==> src/rtl/hash_result_scanner.sv <==
// Post-processing scanner for the hash core: streams back one H0 word per nonce, tracks the
// minimum hash and the first nonce under target, then writes a 2-word summary to memory.
module hash_result_scanner #(
    parameter int unsigned NUM_NONCES = 16
) (
    input  logic        clk,
    input  logic        reset,
    input  logic        start,
    input  logic [15:0] result_addr,
    input  logic [15:0] report_addr,
    input  logic [31:0] target,
    output logic        done,
    output logic        found,
    output logic [7:0]  first_nonce,
    output logic [7:0]  best_nonce,
    output logic [31:0] best_hash,
    output logic        mem_clk,
    output logic        mem_we,
    output logic [15:0] mem_addr,
    output logic [31:0] mem_write_data,
    input  logic [31:0] mem_read_data
);

    localparam int unsigned CNT_W = 9;

    typedef enum logic [2:0] {IDLE, READ, WR0, WR1, DONE} state_t;

    state_t             state, state_d;
    logic [CNT_W-1:0]   issue_cnt, issue_d;
    logic [CNT_W-1:0]   cmp_cnt, cmp_d;
    logic               primed, primed_d;
    logic [15:0]        base_addr, base_d;
    logic [15:0]        rpt_addr, rpt_d;
    logic [31:0]        tgt, tgt_d;
    logic               done_d, found_d, we_d;
    logic [7:0]         first_d, bestn_d;
    logic [31:0]        besth_d, wdata_d;
    logic [15:0]        addr_d;
    logic               accept_c;

    assign mem_clk  = clk;
    assign accept_c = start && ((state == IDLE) || (state == DONE));

    // Next-state and datapath update.
    always_comb begin
        state_d  = state;
        issue_d  = issue_cnt;
        cmp_d    = cmp_cnt;
        primed_d = primed;
        base_d   = base_addr;
        rpt_d    = rpt_addr;
        tgt_d    = tgt;
        done_d   = done;
        found_d  = found;
        first_d  = first_nonce;
        bestn_d  = best_nonce;
        besth_d  = best_hash;
        we_d     = mem_we;
        addr_d   = mem_addr;
        wdata_d  = mem_write_data;

        unique case (state)
            READ: begin
                if (issue_cnt < CNT_W'(NUM_NONCES)) begin
                    addr_d  = base_addr + 16'(issue_cnt);
                    issue_d = issue_cnt + CNT_W'(1);
                end
                // First READ edge only waits out the two-cycle memory read latency.
                if (!primed) begin
                    primed_d = 1'b1;
                end else begin
                    if (mem_read_data < best_hash) begin
                        besth_d = mem_read_data;
                        bestn_d = cmp_cnt[7:0];
                    end
                    if ((mem_read_data < tgt) && !found) begin
                        found_d = 1'b1;
                        first_d = cmp_cnt[7:0];
                    end
                    cmp_d = cmp_cnt + CNT_W'(1);
                    if (cmp_cnt == CNT_W'(NUM_NONCES - 1)) begin
                        state_d = WR0;
                    end
                end
            end
            WR0: begin
                we_d    = 1'b1;
                addr_d  = rpt_addr;
                wdata_d = {found, 15'b0, first_nonce, best_nonce};
                state_d = WR1;
            end
            WR1: begin
                addr_d  = rpt_addr + 16'd1;
                wdata_d = best_hash;
                state_d = DONE;
            end
            DONE: begin
                we_d   = 1'b0;
                done_d = 1'b1;
            end
            default: ;
        endcase

        if (accept_c) begin
            state_d  = READ;
            addr_d   = result_addr;
            we_d     = 1'b0;
            done_d   = 1'b0;
            found_d  = 1'b0;
            besth_d  = 32'hFFFF_FFFF;
            bestn_d  = 8'd0;
            first_d  = 8'd0;
            issue_d  = CNT_W'(1);
            cmp_d    = '0;
            primed_d = 1'b0;
            base_d   = result_addr;
            rpt_d    = report_addr;
            tgt_d    = target;
        end
    end

    always_ff @(posedge clk) begin
        if (reset) begin
            state          <= IDLE;
            issue_cnt      <= '0;
            cmp_cnt        <= '0;
            primed         <= 1'b0;
            base_addr      <= '0;
            rpt_addr       <= '0;
            tgt            <= '0;
            done           <= 1'b0;
            found          <= 1'b0;
            first_nonce    <= '0;
            best_nonce     <= '0;
            best_hash      <= 32'hFFFF_FFFF;
            mem_we         <= 1'b0;
            mem_addr       <= '0;
            mem_write_data <= '0;
        end else begin
            state          <= state_d;
            issue_cnt      <= issue_d;
            cmp_cnt        <= cmp_d;
            primed         <= primed_d;
            base_addr      <= base_d;
            rpt_addr       <= rpt_d;
            tgt            <= tgt_d;
            done           <= done_d;
            found          <= found_d;
            first_nonce    <= first_d;
            best_nonce     <= bestn_d;
            best_hash      <= besth_d;
            mem_we         <= we_d;
            mem_addr       <= addr_d;
            mem_write_data <= wdata_d;
        end
    end

endmodule

==> config.mk <==
export PLATFORM = sky130hd
export DESIGN_NAME = hash_result_scanner
export DESIGN_NICKNAME = d
export VERILOG_FILES = /design/src/rtl/hash_result_scanner.sv
export SDC_FILE = /design/constraint.sdc
export NUM_CORES = 1
export LEC_CHECK = 0
export ABC_CLOCK_PERIOD_IN_PS = 2800
export BUFFER_PORTS_ARGS = -buffer_cell sky130_fd_sc_hd__buf_2
export CAP_MARGIN = 25
export CORE_MARGIN = 2
export CORE_UTILIZATION = 25
export DETAILED_ROUTE_END_ITERATION = 8
export PLACE_DENSITY = 0.53
export SLEW_MARGIN = 40
export SYNTH_ARGS = -nofsm -noshare
export SYNTH_HDL_FRONTEND = slang
export SYNTH_SLANG_ARGS = --single-unit
==> constraint.sdc <==
create_clock -name clk -period 2.8 [get_ports clk]
set_input_delay 0.28 -clock clk [delete_from_list [all_inputs] [get_ports clk]]
set_output_delay 0.28 -clock clk [all_outputs]
set_load 0.01 [all_outputs]
# After elaboration in Yosys (flattened, before gate mapping)
# Cells that the tools add are included.
# totals
register_bits,185
latch_bits,0
ramBits,0
rom_bits,0
output_inout_bits,100
elab_cells,66
mem_count,0
# op_classes
add_sub_neg,4
multipliers,0
div,0
order_cmp,3
n_eq_ne,10
shifts,0
muxes,12
n_bitwise,0
reduce_logical,20
# op_table
op,count
< comparator 32 bit,2
case mux 32 bit (2 select lines),1
case mux 16 bit (3 select lines),1
two-way mux 16 bit,2
adder 9 x 1 -> 9 bit (second input constant),2
adder 16 x 1 -> 16 bit (second input constant),1
adder 16 x 9 -> 16 bit,1
AND reduction 3 bit,4
equality test 9 x 4 -> 1 bit (second input constant),1
< comparator 9 x 5 -> 1 bit (second input constant),1
!= test 3 bit (second input constant),3
case mux 3 bit (3 select lines),1
AND reduction 2 bit,4
nonzero test 2 bit,4
equality test 3 x 2 -> 1 bit (second input constant),2
two-way mux 3 bit,2
two-way mux 1 bit,4
!= test 2 bit (second input constant),2
nonzero test 4 bit,1
equality test 3 x 1 -> 1 bit (second input constant),1
equality test 3 bit (second input constant),1
zero test 3 bit,1
nonzero test 3 bit,1
logical AND 1 bit,2
4 further kinds,4

# Logic depth before layout (Yosys ltp)
# Gate-level depths: netlist of run 1.
# depth
depth_word,5
mapped_depth,9

==> reports/summary.log, run 1 <==
INFO  finish         synthToLayoutAreaGrowth=29.4%
INFO  finish         finalCoreUtilization=32.9%
INFO  power          post-layout-total-power=0.00614W
INFO  status         outcome=complete, no violations
INFO  synthesis      synth_edf_count=0
INFO  worst_setup_path critical_path.cell_chain=inv_1 -> ha_1 -> nand4_1 -> nor3_1 -> nand3_1 -> nor4_2 -> a211oi_4 -> buf_12 -> mux2i_1
INFO  power          switching_share=28.0%
INFO  power          seqPwrFrac=45.3%
INFO  power          pwr-share-clk=42.2%
INFO  global_route   grt_overflow_total=0
INFO  worst_setup_path critical_path.max_stage_delay=460ps
INFO  floorplanning  core-area=37700um^2
INFO  route          detail_route.wl_per_cell=16.4um
INFO  timing         peak_clock_frequency_supported_by_timing=388MHz
INFO  synthesis      ys_types=62
INFO  route          drt_iter0_markers=462
INFO  synthesis      synth_sequential_area_ratio=38.6%
INFO  timing         timing.final.crit_share=92.0%
INFO  route          detail_route.drc_violations=0
INFO  floorplanning  die_height=200um
INFO  route          routed-via-count=8946
INFO  worst_setup_path largest_delay_share_family_worst_path=simple AND/OR/NAND/NOR gates
INFO  route          drt_wl_total=32000um
INFO  synthesis      postSynthNetCount=1356
INFO  timing         layout_min_cycle_time=2580ps
INFO  power          p_switching=0.00172W
INFO  synthesis      synth_largest_type_area_fraction=38.6%
INFO  worst_setup_path critical-path-slowest-cell=sky130_fd_sc_hd__nor4_2
INFO  floorplanning  floorplan.die.width=200um
INFO  floorplanning  initial_utilization=25.4%
INFO  power          ir_drop=0.447mV
INFO  worst_setup_path cp-start-kind=flop
INFO  global_route   number_of_antenna_violations_at_the_first_check_in_global_routing=7
INFO  power          power.static_leakage=5.28nW
INFO  worst_setup_path worst-endpoint-arrival=3010ps
INFO  synthesis      syn_avg_cell_area=8.11um^2
INFO  synthesis      synth.yosys.warnings=0
INFO  power          power_frac_comb=12.5%
INFO  timing         grt_setup_unrepaired=no
INFO  synthesis      postSynth.topFlopCell=sky130_fd_sc_hd__dfxtp_1
INFO  worst_setup_path worst_setup_path_end_kind=flop
INFO  finish         finish.net_count=1593
INFO  route          wl_met2=14800um
INFO  synthesis      synth_area_leader_cell=sky130_fd_sc_hd__dfxtp_1
INFO  synthesis      netlist_top_cells_count=200 x sky130_fd_sc_hd__nand2_1, 185 x sky130_fd_sc_hd__dfxtp_1, 136 x sky130_fd_sc_hd__nor2_1
INFO  floorplanning  pin_count=199
INFO  timing         maxSlewHeadroom=54.0%
INFO  placed_design  port-buffer-count=198
INFO  clock_tree     clk-insertion-delay-late=560ps
INFO  synthesis      cell_count_after_synthesis=1182
INFO  synthesis      yosys-top-cells-area=sky130_fd_sc_hd__dfxtp_1 39%, sky130_fd_sc_hd__ha_1 9.7%, sky130_fd_sc_hd__nand2_1 7.8%
INFO  timing         final.setup.tns=0ps
INFO  finish         drive_gt1_share=19.2%
INFO  clock_tree     clkTransAtPathRegs=70ps
INFO  route          route.detailed.vias_per_inst=4.60
INFO  placed_design  dpl.hpwl=23800um
INFO  timing         final_report_setup_violation_count=0
INFO  power          power.density_cell_area=495nW/um^2
INFO  timing         worst_clock_skew_on_the_final_layout=15.1ps
INFO  route          route.layer.met1.wl=15200um
INFO  route          top_metal_layer_carrying_routed_signals=met5
INFO  timing         timing_worst_slew_pin_value=683ps
INFO  global_route   grt_start_max_net_pins=58
INFO  floorplanning  std_cell_rows=71
INFO  floorplanning  design.die.area=39900um^2
INFO  synthesis      ys_seq_elements=185
INFO  route          ant_nets=0
INFO  timing         timing.final.hold_violations=0
INFO  clock_tree     clock_tree_from_tritoncts=yes
INFO  power          power_report.internal_total=0.00442W
INFO  global_route   grt_first_pass_wirelength=49200um
INFO  min_path       class_of_the_tightest_hold_or_removal_check=input pin to flop
INFO  synthesis      most_frequent_cell_after_synthesis=sky130_fd_sc_hd__nand2_1
INFO  worst_setup_path cp_num_buf_inv=2
INFO  route          drt_first_pass_iters=5
INFO  synthesis      async_s_r_ff_share_synth=0%
INFO  global_route   grtUsageTotal=16.2%
INFO  worst_setup_path cp.required=3240ps
INFO  worst_setup_path crit_fanout=29
INFO  global_route   vias_in_the_first_global_route=8705
INFO  placed_design  gp_routability_congestion=0.837
INFO  worst_setup_path timing_worst_setup_path_type=flop to flop
INFO  timing         report.final.slew_viol_count=0
INFO  clock_tree     post-cts-setup-buffer-count=0
INFO  job            max_cap_violations=0
INFO  synthesis      netlist_area=9580um^2
INFO  route          detailroute.wirelength.met3=1400um
==> metrics by stage <==
step	setup slack [ps]	cell area, um^2	cells	hold WS, ps
floorplan	541	9580	1182	372
global placement	311	11100	1846	381
detailed placement	159	11100	1846	381
CTS	113	12400	1942	4.25
global route	34.2	12400	1944	14.4
finish	224	12400	1946	34.0
==> worst reg2reg max path, cell delays in order (launching register included) <==
cell                       delay, ps
sky130_fd_sc_hd__dfxtp_1         390
sky130_fd_sc_hd__inv_1            60
sky130_fd_sc_hd__ha_1            320
sky130_fd_sc_hd__nand4_1         130
sky130_fd_sc_hd__nor3_1          310
sky130_fd_sc_hd__nand3_1         210
sky130_fd_sc_hd__nor4_2          460
sky130_fd_sc_hd__a211oi_4        170
sky130_fd_sc_hd__buf_12          260
sky130_fd_sc_hd__mux2i_1         150
==> layout by cell type, fill, tap and decap left out, types with 5 or more instances in the layout <==
cell type,Yosys,routed
sky130_fd_sc_hd__dfxtp_1,185,184
sky130_fd_sc_hd__a21boi_0,6,6
sky130_fd_sc_hd__nor2_1,136,136
sky130_fd_sc_hd__a21o_1,12,12
sky130_fd_sc_hd__clkbuf_16,0,20
sky130_fd_sc_hd__nand4_1,24,24
sky130_fd_sc_hd__mux2i_1,61,61
sky130_fd_sc_hd__a31oi_1,7,7
sky130_fd_sc_hd__nor3_1,9,9
sky130_fd_sc_hd__xor2_1,20,20
sky130_fd_sc_hd__buf_2,5,197
sky130_fd_sc_hd__xnor2_1,10,10
sky130_fd_sc_hd__dlygate4sd3_1,0,62
sky130_fd_sc_hd__nand2b_1,7,7
sky130_fd_sc_hd__inv_1,71,71
sky130_fd_sc_hd__o21a_1,5,5
sky130_fd_sc_hd__nand3_1,30,30
sky130_fd_sc_hd__a211oi_1,25,25
sky130_fd_sc_hd__a21oi_1,127,127
sky130_fd_sc_hd__clkinvlp_4,0,5
sky130_fd_sc_hd__o221ai_1,7,7
sky130_fd_sc_hd__buf_4,2,23
sky130_fd_sc_hd__o211ai_1,6,6
sky130_fd_sc_hd__ha_1,74,74
sky130_fd_sc_hd__o31ai_1,9,9
sky130_fd_sc_hd__o21ai_0,21,21
sky130_fd_sc_hd__and4_1,6,6
sky130_fd_sc_hd__nand2_1,200,199
==> power groups by stage <==
stage	Sequential, W	Combinational, W	Clock (W)
2_1_floorplan	0.00283	0.000428	0.0000294
3_3_place_gp	0.00284	0.000696	0.0000216
3_5_place_dp	0.00284	0.000706	0.0000216
4_1_cts	0.00278	0.000776	0.00267
5_1_grt	0.00279	0.000861	0.00279
6_report	0.00278	0.000767	0.00259
==> repair_timing <==
action                     CTS  global route
gates resized for setup      0             1
hold endpoints to repair    65             0
setup endpoints to repair    0             7
hold buffers                62             0
==> routing by layer <==
metal	track usage, %	vias up
li1	-	4557
met1	21.6	4158
met2	26.2	194
met3	3.63	33
met4	4.94	4
met5	0	-
==> kinds of logic after synthesis <==
| family | count (synthesis) | share of synthesized area [%] |
|---|---|---|
| AND/OR/NAND/NOR | 443 | 20.3 |
| adder cells (fa/ha/maj) | 75 | 9.87 |
| multiplexers | 61 | 6.37 |
| XOR/XNOR | 30 | 2.74 |
| buffers and inverters | 141 | 6.10 |
| AO/OA/AOI/OAI | 247 | 16.0 |
| flip-flops | 185 | 38.6 |
==> area by class of cell <==
class                           instances  area [um^2]
Antenna cell                            4         10.0
Clock buffer                           22          519
Clock inverter                         13          114
Fill cell                            4080        25300
Inverter                               71          267
Multi-Input combinational cell        856         5310
Sequential cell                       185         3700
Tap cell                              511          639
Timing Repair Buffer                  284         1830
==> registers in the layout (all words and copies together) (netlist names) <==
signal          cells
base_addr          16
best_hash          32
best_nonce          8
cmp_cnt             9
done                1
first_nonce         8
found               1
issue_cnt           9
mem_addr           16
mem_we              1
mem_write_data     32
primed              1
rpt_addr           16
state               3
tgt                32
==> worst paths after layout <==
kind,endpoint,slack [ps],cells past startpoint,startpoint
hold reg to reg,mem_write_data[22],450,2,mem_write_data[22]
setup reg to reg,best_nonce[6],220,9,best_hash[31]
hold / removal,best_hash[23],30,3,mem_read_data[23]
setup / recovery,best_nonce[6],220,9,best_hash[31]
(Power assumes the default switching activity.)
==> inputs of run 2 (changes only) <==
Settings changed: CORE_UTILIZATION 25 to 55, PLACE_DENSITY 0.53 to 0.9.
==> reports/summary.log, run 2 (synthesis gave the netlist of run 1 again) <==
INFO  route          routed-via-count=9812 [+9.7%]
INFO  timing         grt_setup_unrepaired=no
INFO  placed_design  dpl.hpwl=19500um [-18%]
INFO  timing         timing_worst_slew_pin_value=807ps [+123 ps]
INFO  global_route   number_of_antenna_violations_at_the_first_check_in_global_routing=1 [-6]
INFO  global_route   grt_start_max_net_pins=120 [+110%]
INFO  finish         layout_top_registers=best_hash x32, mem_write_data x32, tgt x32
INFO  clock_tree     clk-insertion-delay-late=550ps [about the same]
INFO  finish         drive_gt1_share=19.0% [-0.17 points]
INFO  floorplanning  initial_utilization=55.8% [+30 points]
INFO  placed_design  gp_routability_congestion=0.904 [+8.0%]
INFO  clock_tree     clock_tree_from_tritoncts=yes
INFO  floorplanning  design.die.area=18500um^2 [-54%]
INFO  global_route   grtUsageTotal=32.5% [+16 points]
INFO  worst_setup_path cp-start-kind=flop
INFO  route          drt_wl_total=29900um [-6.5%]
INFO  timing         final.setup.tns=0ps [unchanged]
INFO  floorplanning  floorplan.die.width=136um [-32%]
INFO  finish         finalCoreUtilization=70.1% [+37 points]
INFO  placed_design  port-buffer-count=198 [unchanged]
INFO  timing         timing.final.crit_share=94.2% [+2.2 points]
INFO  global_route   grt_first_pass_wirelength=47100um [-4.2%]
INFO  global_route   grt_overflow_total=0 [unchanged]
INFO  worst_setup_path worst_setup_path_end_kind=flop
INFO  timing         report.final.slew_viol_count=0 [unchanged]
INFO  finish         layout_commonest_cell=sky130_fd_sc_hd__nand2_1
INFO  min_path       min_from=result_addr[15]
INFO  worst_setup_path worst-endpoint-arrival=3110ps [+100 ps]
INFO  floorplanning  std_cell_rows=48 [-32%]
INFO  timing         maxSlewHeadroom=45.9% [-8.1 points]
INFO  worst_setup_path timing_worst_setup_path_type=flop to flop
INFO  power          power.density_cell_area=522nW/um^2 [+5.4%]
INFO  worst_setup_path worstSetupStartpoint=tgt[31]
INFO  timing         peak_clock_frequency_supported_by_timing=379MHz [-2.3%]
INFO  worst_setup_path crit_fanout=9 [-69%]
INFO  timing         worst_clock_skew_on_the_final_layout=10.9ps [-4.17 ps]
INFO  route          detail_route.wl_per_cell=18.1um [+10%]
INFO  status         outcome=complete, no violations
INFO  floorplanning  core-area=17200um^2 [-54%]
INFO  finish         antenna_diode_count=0 [-4]
INFO  finish         synthToLayoutAreaGrowth=25.6%
INFO  route          route.detailed.vias_per_inst=5.94 [+29%]
INFO  finish         final_cell_mix=199 x sky130_fd_sc_hd__nand2_1, 197 x sky130_fd_sc_hd__buf_2, 184 x sky130_fd_sc_hd__dfxtp_1
INFO  timing         final_report_setup_violation_count=0 [unchanged]
INFO  min_path       class_of_the_tightest_hold_or_removal_check=input pin to flop
INFO  power          power.static_leakage=5.31nW [+0.51%]
INFO  floorplanning  die_height=136um [-32%]
INFO  global_route   vias_in_the_first_global_route=9438 [+8.4%]
INFO  route          drt_iter0_markers=1310 [+180%]
INFO  route          drt_first_pass_iters=6 [+1]
INFO  power          ir_drop=0.546mV [+22%]
INFO  timing         fin_ws=163ps [-61.4 ps]
INFO  clock_tree     clkTransAtPathRegs=70ps [about the same]
INFO  floorplanning  pin_count=199 [unchanged]
INFO  timing         timing.final.hold_violations=0 [unchanged]
INFO  worst_setup_path r2r-start=tgt[31]
INFO  job            max_cap_violations=0 [unchanged]
INFO  worst_setup_path cp.required=3270ps [+30 ps]
INFO  finish         finish.net_count=1589 [-0.25%]
INFO  route          ant_nets=0 [unchanged]
INFO  route          detail_route.drc_violations=0 [unchanged]
INFO  timing         layout_min_cycle_time=2640ps [+61.4 ps]
INFO  placed_design  dp_slack=198ps [+38.8 ps]
-- run 2: changes by cell type in the layout (fill, tap and decap cells not counted), sizes merged, moves of 3 or more --
cell      change
clkinvlp      -5
clkinv        +4
diode         -4
inv           -4
bufinv        +3
clkbuf        +3
-- run 2: layout make-up --
cell class                      instances  area, um^2
Multi-Input combinational cell        856        5310
Fill cell                            1237        5140
Sequential cell                       185        3700
Timing Repair Buffer                  280        1790
Clock buffer                           25         541
Tap cell                              225         282
Inverter                               71         267
Clock inverter                         11         145
-- run 2: critical path, stage by stage (launching register included) --
cell,delay (ps)
sky130_fd_sc_hd__dfxtp_1,330
sky130_fd_sc_hd__inv_1,50
sky130_fd_sc_hd__ha_1,310
sky130_fd_sc_hd__nand4_1,140
sky130_fd_sc_hd__or2_2,360
sky130_fd_sc_hd__or4_1,620
sky130_fd_sc_hd__a31oi_2,440
sky130_fd_sc_hd__o31ai_1,140
sky130_fd_sc_hd__a21oi_1,170
-- run 2: path summary, 6_finish.rpt --
path	end	slack [ps]	depth (start not counted)
hold / removal	base_addr[15]	10	3
setup reg to reg	first_nonce[2]	160	8
hold reg to reg	mem_write_data[27]	450	2
setup / recovery	first_nonce[2]	160	8
-- run 2: power breakdown --
group          switching [W]  internal [W]  total [W]
clock                0.00107       0.00164    0.00271
sequential         0.0000707       0.00271    0.00278
combinational       0.000445      0.000332   0.000777
-- run 2: per-layer routing --
metal	vias up	global-route usage, %	share of wire, %
li1	4546	-	-
met1	4487	39.1	39
met2	602	50.8	46
met3	177	8.65	8.8
met4	0	21.8	6.6
met5	-	0	0
-- run 2: metrics by stage --
step	hold WS (ps)	cells	cell area, um^2	total power (W)
after CTS	2.22	1653	12000	0.00626
after floorplan	372	1182	9580	0.00329
final	14.4	1653	12000	0.00628
after global routing	8.17	1653	12000	0.00648
after global placement	381	1558	10800	0.00350
after detailed placement	381	1558	10800	0.00353
-- run 2: repair_timing --
action / 4_1_cts / 5_1_grt
hold buffers: 60 / 0
buffers inserted: 0 / 0
endpoints found under the setup margin: 0 / 7
hold endpoints to repair: 60 / 0
resized for setup: 0 / 1
